--- src/rtl/scan_decoder.sv ---
// -----------------------------------------------------------------------------
// scan_decoder
//
// Row driver with two behaviours selected by i_mode:
//   - direct decode: the row named by i_in is driven one-hot on the next edge;
//   - autonomous scan: rows 0..LAST are driven in turn, each for DWELL cycles,
//     wrapping back to row 0 with a one-cycle o_wrap pulse.
// i_ena low blanks the row drive without losing the scan position.
//
// Parameters
//   N      select width (1..6); o_out is 2**N bits wide
//   DWELL  cycles each row is held while scanning (>= 1)
//   LAST   highest row index visited while scanning (0..2**N-1)
//
// Ports
//   i_clk    clock, all state updates on its rising edge
//   i_rst    synchronous active-high reset
//   i_ena    enable; 0 forces o_out to all-zero
//   i_mode   0 = direct decode of i_in, 1 = autonomous row scan
//   i_in     row select used in direct mode
//   o_out    registered one-hot row drive, or all-zero
//   o_index  registered current row index
//   o_wrap   registered one-cycle pulse when the scan wraps to row 0
// -----------------------------------------------------------------------------
module scan_decoder #(
  parameter int N     = 3,
  parameter int DWELL = 4,
  parameter int LAST  = (2 ** N) - 1
) (
  input  logic             i_clk,
  input  logic             i_rst,
  input  logic             i_ena,
  input  logic             i_mode,
  input  logic [N-1:0]     i_in,
  output logic [2**N-1:0]  o_out,
  output logic [N-1:0]     o_index,
  output logic             o_wrap
);

  localparam int W  = 2 ** N;
  // Dwell counter only needs to reach DWELL-1; keep at least one bit so the
  // DWELL=1 case still has a legal (always-zero) counter.
  localparam int CW = (DWELL > 1) ? $clog2(DWELL) : 1;

  localparam logic [CW-1:0] DWELL_MAX = CW'(DWELL - 1);
  localparam logic [CW-1:0] DWELL_ONE = CW'(1);
  localparam logic [N-1:0]  LAST_IDX  = N'(LAST);
  localparam logic [N-1:0]  IDX_ONE   = N'(1);

  // One-hot encode of a row index.
  function automatic logic [W-1:0] f_onehot(input logic [N-1:0] i_idx);
    logic [W-1:0] v_hot;
    v_hot        = '0;
    v_hot[i_idx] = 1'b1;
    return v_hot;
  endfunction

  logic [W-1:0]  r_out;
  logic [N-1:0]  r_index;
  logic [CW-1:0] r_dwell;
  logic          r_wrap;

  logic [W-1:0]  w_out_nxt;
  logic [N-1:0]  w_index_nxt;
  logic [CW-1:0] w_dwell_nxt;
  logic          w_wrap_nxt;
  logic          w_active;
  logic          w_at_last;
  logic [N-1:0]  w_next_row;

  // Scan position helpers: a row drive is "active" when any bit is set, and
  // any index at or beyond LAST (e.g. loaded directly) wraps to row 0.
  always_comb begin
    w_active   = (r_out != '0);
    w_at_last  = (r_index >= LAST_IDX);
    if (w_at_last) begin
      w_next_row = '0;
    end else begin
      w_next_row = r_index + IDX_ONE;
    end
  end

  // Next-state selection for the row drive, index, dwell counter and wrap.
  always_comb begin
    w_out_nxt   = r_out;
    w_index_nxt = r_index;
    w_dwell_nxt = r_dwell;
    w_wrap_nxt  = 1'b0;

    if (!i_mode) begin
      // Direct decode: index follows i_in even when blanked, so a later
      // switch to scan mode resumes from the loaded row.
      w_index_nxt = i_in;
      w_dwell_nxt = '0;
      if (i_ena) begin
        w_out_nxt = f_onehot(i_in);
      end else begin
        w_out_nxt = '0;
      end
    end else if (!i_ena) begin
      // Paused scan: keep position, blank the drive.
      w_out_nxt = '0;
    end else if (!w_active) begin
      // Scan (re)start: drive the held row for a fresh full dwell.
      w_out_nxt   = f_onehot(r_index);
      w_dwell_nxt = '0;
    end else if (r_dwell != DWELL_MAX) begin
      w_dwell_nxt = r_dwell + DWELL_ONE;
    end else begin
      // Dwell complete: move to the next row, pulsing wrap on return to 0.
      w_dwell_nxt = '0;
      w_index_nxt = w_next_row;
      w_out_nxt   = f_onehot(w_next_row);
      w_wrap_nxt  = w_at_last;
    end
  end

  // State registers with synchronous reset taking priority over all inputs.
  always_ff @(posedge i_clk) begin
    if (i_rst) begin
      r_out   <= '0;
      r_index <= '0;
      r_dwell <= '0;
      r_wrap  <= 1'b0;
    end else begin
      r_out   <= w_out_nxt;
      r_index <= w_index_nxt;
      r_dwell <= w_dwell_nxt;
      r_wrap  <= w_wrap_nxt;
    end
  end

  assign o_out   = r_out;
  assign o_index = r_index;
  assign o_wrap  = r_wrap;

endmodule

--- config.mk ---
export PLATFORM = sky130hd
export DESIGN_NAME = scan_decoder
export DESIGN_NICKNAME = d
export VERILOG_FILES = /design/src/rtl/scan_decoder.sv
export SDC_FILE = /design/constraint.sdc
export NUM_CORES = 1
export LEC_CHECK = 0
export ABC_AREA = 0
export BUFFER_PORTS_ARGS = -buffer_cell sky130_fd_sc_hd__buf_2
export CAP_MARGIN = 20
export CELL_PAD_IN_SITES_DETAIL_PLACEMENT = 0
export CELL_PAD_IN_SITES_GLOBAL_PLACEMENT = 1
export CORE_MARGIN = 8
export CORE_UTILIZATION = 35
export DETAILED_ROUTE_END_ITERATION = 7
export GPL_ROUTABILITY_DRIVEN = 0
export HOLD_SLACK_MARGIN = 0.06
export PLACE_DENSITY = 0.77
export SLEW_MARGIN = 10
export SYNTH_ARGS = -nofsm -noshare
export SYNTH_HDL_FRONTEND = slang
export SYNTH_SLANG_ARGS = --single-unit
--- constraint.sdc ---
create_clock -name i_clk -period 1.9 [get_ports i_clk]
set_input_delay 0.285 -clock i_clk [delete_from_list [all_inputs] [get_ports i_clk]]
set_output_delay 0.285 -clock i_clk [all_outputs]
set_load 0.1 [all_outputs]
Word-level counts from Yosys, hierarchy flattened
Cells that the tools add are included.
{"block": "op_classes", "bitwise": 3, "n_reduce_logical": 7, "eq_ne": 5, "mux": 18, "add_sub_neg": 2, "order_cmp": 7}
{"operator": "8-bit two-way mux", "n": 5}
{"operator": "3-bit two-way mux", "n": 5}
{"operator": "3-bit by 4-bit less-than comparator with 1-bit output (second input constant)", "n": 3}
{"operator": "1-bit demux with 3-bit select", "n": 3}
{"operator": "3-bit by 1-bit >= comparator with 1-bit output (second input constant)", "n": 3}
{"operator": "8-bit nonzero test", "n": 1}
{"operator": "2-bit != test (second input constant)", "n": 3}
{"operator": "5-bit OR reduction", "n": 1}
{"operator": "2-bit two-way mux", "n": 2}
{"operator": "4-bit != test (second input constant)", "n": 1}
{"operator": "3-bit by 1-bit adder with 3-bit output (second input constant)", "n": 1}
{"operator": "3-bit >= comparator (second input constant)", "n": 1}
{"operator": "1-bit logical AND", "n": 3}
{"operator": "1-bit two-way mux", "n": 3}
{"operator": "1-bit NOT", "n": 3}
{"operator": "3-bit AND reduction", "n": 1}
{"operator": "2-bit by 1-bit adder with 2-bit output (second input constant)", "n": 1}
{"operator": "2-bit by 1-bit != test with 1-bit output (second input constant)", "n": 1}
{"operator": "2-bit OR reduction", "n": 1}
{"block": "totals", "elab_cells": 46, "in_bits": 7, "out_inout_bits": 12, "reg_bits": 14}

Depth between registers and ports, before layout
{"block": "logic_depth", "word_depth": 10, "ltp_mapped": 6, "depth_no_buf": 6}

Least setup slack after synthesis
No wires, ideal clock.
{"block": "synth_timing", "path_kind": "reg2reg", "from": "register r_out[0], in the netlist o_out[0]", "to": "register r_out[4], in the netlist o_out[4]", "path_buffers": 1, "stages_incl_launch_ff": 6, "period_less_slack_ns": 2.333, "t_arrival_ns": 2.257, "setup_slack_ns": -0.433, "setup_time_ns": 0.075, "required_ns": 1.825, "cell_sequence": "dfxtp_1 -> or4_4 -> or2_1 -> buf_6 -> or4_1 -> a31oi_1"}
{"block": "synth_via", "elab_chain_cells": 4, "elab_cells_between_ends": 5, "cone_classes": "1 x eq/ne; 3 x mux; 1 x reduce/logical"}
{"item": "from (decl)", "line": "58", "rtl": "logic [W-1:0] r_out;"}
{"item": "from (signal assigned)", "line": "126", "rtl": "r_out <= w_out_nxt;"}
{"item": "8-bit nonzero test (*)", "line": "74", "rtl": "w_active = (r_out != '0);"}
{"item": "8-bit two-way mux", "line": "103", "rtl": "end else if (!w_active) begin"}
{"item": "8-bit two-way mux", "line": "100", "rtl": "end else if (!i_ena) begin"}
{"item": "8-bit two-way mux", "line": "90", "rtl": "if (!i_mode) begin"}
Every way passes the cells marked *; elsewhere a longest branch is shown, timed or not.
A chain may end at the register's enable or synchronous reset.

Final worst setup path
{"block": "layout_timing", "from": "register r_out[1], in the netlist o_out[1]", "to": "register r_out[5], in the netlist o_out[5]"}
The elaborated chain is that of the path after synthesis.

==> out/qor.yml <==
status: "completed"
grt_pass1_vias: 1038
synth_edf_count: 0
syn_nets: 125
final_max_slew_viol_count: 0
grt_max_degree: 17
tightestPinTransition_ns: 0.498
syn_avg_cell_area_um2: 8.11
grt_busiest_layer: "met2"
finalNetCount: 153
clock_latency_ns: 0.29
drc: 0
worstSetupStartpointType: "flip-flop"
ant_nets: 0
cts_root_buffer: "clkbuf_4"
globalRouteOverflowTotal: 0
track_usage_pct: 13.4
die_area_um2: 4570
maxCapViolations: 0
cts_made_buffers: 3
slew_headroom_pct: 67.0
synthFlopType: "dfxtp_1"
hold_buffers: 0
die_h_um: 67.6
p_sw_mw: 0.360
required_ns: 2.12
min_path_type: "input pin to flip-flop"
setup_ws_ns: 0.0534
p_seq_share_pct: 35.2
cts.path.max_buffers: 2
cp.arrival_ns: 2.07
pwr-share-comb_pct: 40.2
wl_per_cell_um: 16.2
antenna_found_initial: 0
cts_num_sinks: 14
grt_util_met2_pct: 21.3
ios: 19
drive_gt1_share_pct: 34.5
core-area_um2: 2500
rows: 18
via_count: 1024
dr.pass1.iters: 4
io_buffers: 18
p_clk_share_pct: 24.6
use_met1_pct: 16.6
syn_to_final_growth_pct: 26.6
via_per_inst: 5.95
p_per_area_nw_per_um2: 767
fin_total_pwr_mw: 0.905
place_hpwl_um: 2190
ys_seq_area_share_pct: 30.1
initial_core_util_pct: 37.3
path_cells: "or4_4, or2_4, or4_4, a31oi_1"
hold_viol_final: 0
crit_family: "simple AND/OR/NAND/NOR gates"
synth_area_um2: 932
cpMaxStageDelayCell: "or4_4"
cts.htree.levels: 1
wl_um: 2790
syn_inst: 115
ys_warn_count: 0
internal_power_mw: 0.545
die_w_um: 67.6
cp_slowest_stage_delay_ns: 0.53
fmax_mhz: 542
critPathMaxFanout: 6
rsz0062_at_grt: "no"
cp-end-kind: "flip-flop"
fin_crit_ns: 1.85
cpMostUsedCell: "or4_4"
clk_pin_slew_ns: 0.09
cts_tree: "done"
crit_buf_inv: 0
synth_cell_types: 37
dpl_worst_slack_ns: 0.0339
leakage_nw: 0.465
synth_seq_cells: 14
grt_util_met3_pct: 2.98
fillCellCount: 268
critPathKind: "flip-flop to flip-flop"
p_sw_share_pct: 39.8
drt_iter0_markers: 23
antenna_cells: 0
period_share_pct: 97.2
ys_async_sr_fraction_pct: 0
grt_pass1_wl_um: 4800
vdd_drop_max_mv: 0.432
finalClockSkew_ns: 0.00974
setup_violations: 0
## power groups by stage
stage | clock network [mW] | logic [mW] | registers [mW]
6_report | 0.222 | 0.364 | 0.318
5_1_grt | 0.251 | 0.390 | 0.321
4_1_cts | 0.233 | 0.356 | 0.319
3_5_place_dp | 0 | 0.355 | 0.325
3_3_place_gp | 0 | 0.355 | 0.324
2_1_floorplan | 0 | 0.157 | 0.426
## through the flow
stage	util [%]	setup TNS, ns	cells	instance area, um^2	hold WS [ns]
floorplan	-	-0.182	115	961	0.350
global placement	45.5	0	168	1140	0.460
detailed placement	45.5	0	168	1140	0.462
CTS	46.9	0	172	1170	0.211
global route	47.2	0	172	1180	0.199
finish	47.2	0	172	1180	0.215
## logic make-up (layout without fill, tap and decap cells)
logic type                 count (synthesis)  after routing  share of synthesized area (%)
and+or+nand+nor                           46             46                           28.9
muxes                                      6              6                           6.44
AOI/OAI and AO/OA                         36             36                           25.8
DFF                                       14             14                           30.1
buffers and inverters                     10             37                           4.83
adders and majority gates                  3              3                           4.03
## flip-flops by register name, summed over array words and instances (netlist names)
name     cells
o_wrap       1
o_index      3
r_dwell      2
o_out        8
## area by class of cell
cell class	instances	area [um^2]	share of cell area, %
clock buffers	4	36.3	3.08
inverters	5	18.8	1.59
multi-input cells	91	613	52.0
flip-flops and latches	14	309	26.2
well taps	30	37.5	3.18
repair buffers	28	165	14.0
## layer usage
layer | wire length (um) | share of wire (%)
met3 | 145 | 5.2
met4 | 53 | 1.9
met2 | 1320 | 48
met1 | 1260 | 45
met5 | 0 | 0
## repair_timing
action                     CTS  global route
gates resized for setup      0             2
setup buffers                0             0
setup endpoints to repair    0             3
## cell usage after synthesis (all sizes together) (2+ instances only)
| cell | instances | area [um^2] |
|---|---|---|
| nand2 | 8 | 30.0 |
| a211oi | 3 | 22.5 |
| a31oi | 8 | 50.1 |
| nor2b | 2 | 12.5 |
| mux2i | 6 | 60.1 |
| or4 | 4 | 37.5 |
| nand3 | 4 | 20.0 |
| dfxtp | 14 | 280 |
| nor4 | 2 | 12.5 |
| nor2 | 6 | 22.5 |
| o31ai | 2 | 15.0 |
| nor3b | 3 | 22.5 |
| a32oi | 2 | 17.5 |
| clkbuf | 4 | 15.0 |
| ha | 3 | 37.5 |
| nand2b | 6 | 37.5 |
| inv | 5 | 18.8 |
| nor3 | 4 | 20.0 |
| a22oi | 2 | 15.0 |
| a21oi | 6 | 30.0 |
| o21ai | 7 | 35.0 |
## cell usage in the layout (no fill, tap or decap), types with 4 or more instances in the layout
| cell type | count |
|---|---|
| buf_2 | 18 |
| buf_4 | 10 |
| nand2_1 | 8 |
| a31oi_1 | 8 |
| nand2b_1 | 6 |
| mux2i_1 | 6 |
| a21oi_1 | 6 |
| o21ai_0 | 6 |
| nor2_1 | 6 |
| dfxtp_4 | 6 |
| inv_1 | 5 |
| dfxtp_2 | 5 |
| nand3_1 | 4 |
| nor3_1 | 4 |
## final timing paths
path,start,to,slack (ns),cells after the start
worst max-delay path,o_out[1]$_SDFFE_PP0P_,o_out[5]$_SDFFE_PP0P_,0.05,4
worst min register to register,r_dwell[1]$_SDFFE_PP0P_,r_dwell[1]$_SDFFE_PP0P_,0.48,2
worst min-delay path,i_rst,o_index[2]$_SDFFE_PP0P_,0.21,2
worst max register to register,o_out[1]$_SDFFE_PP0P_,o_out[5]$_SDFFE_PP0P_,0.05,4
(Power assumes the default switching activity.)
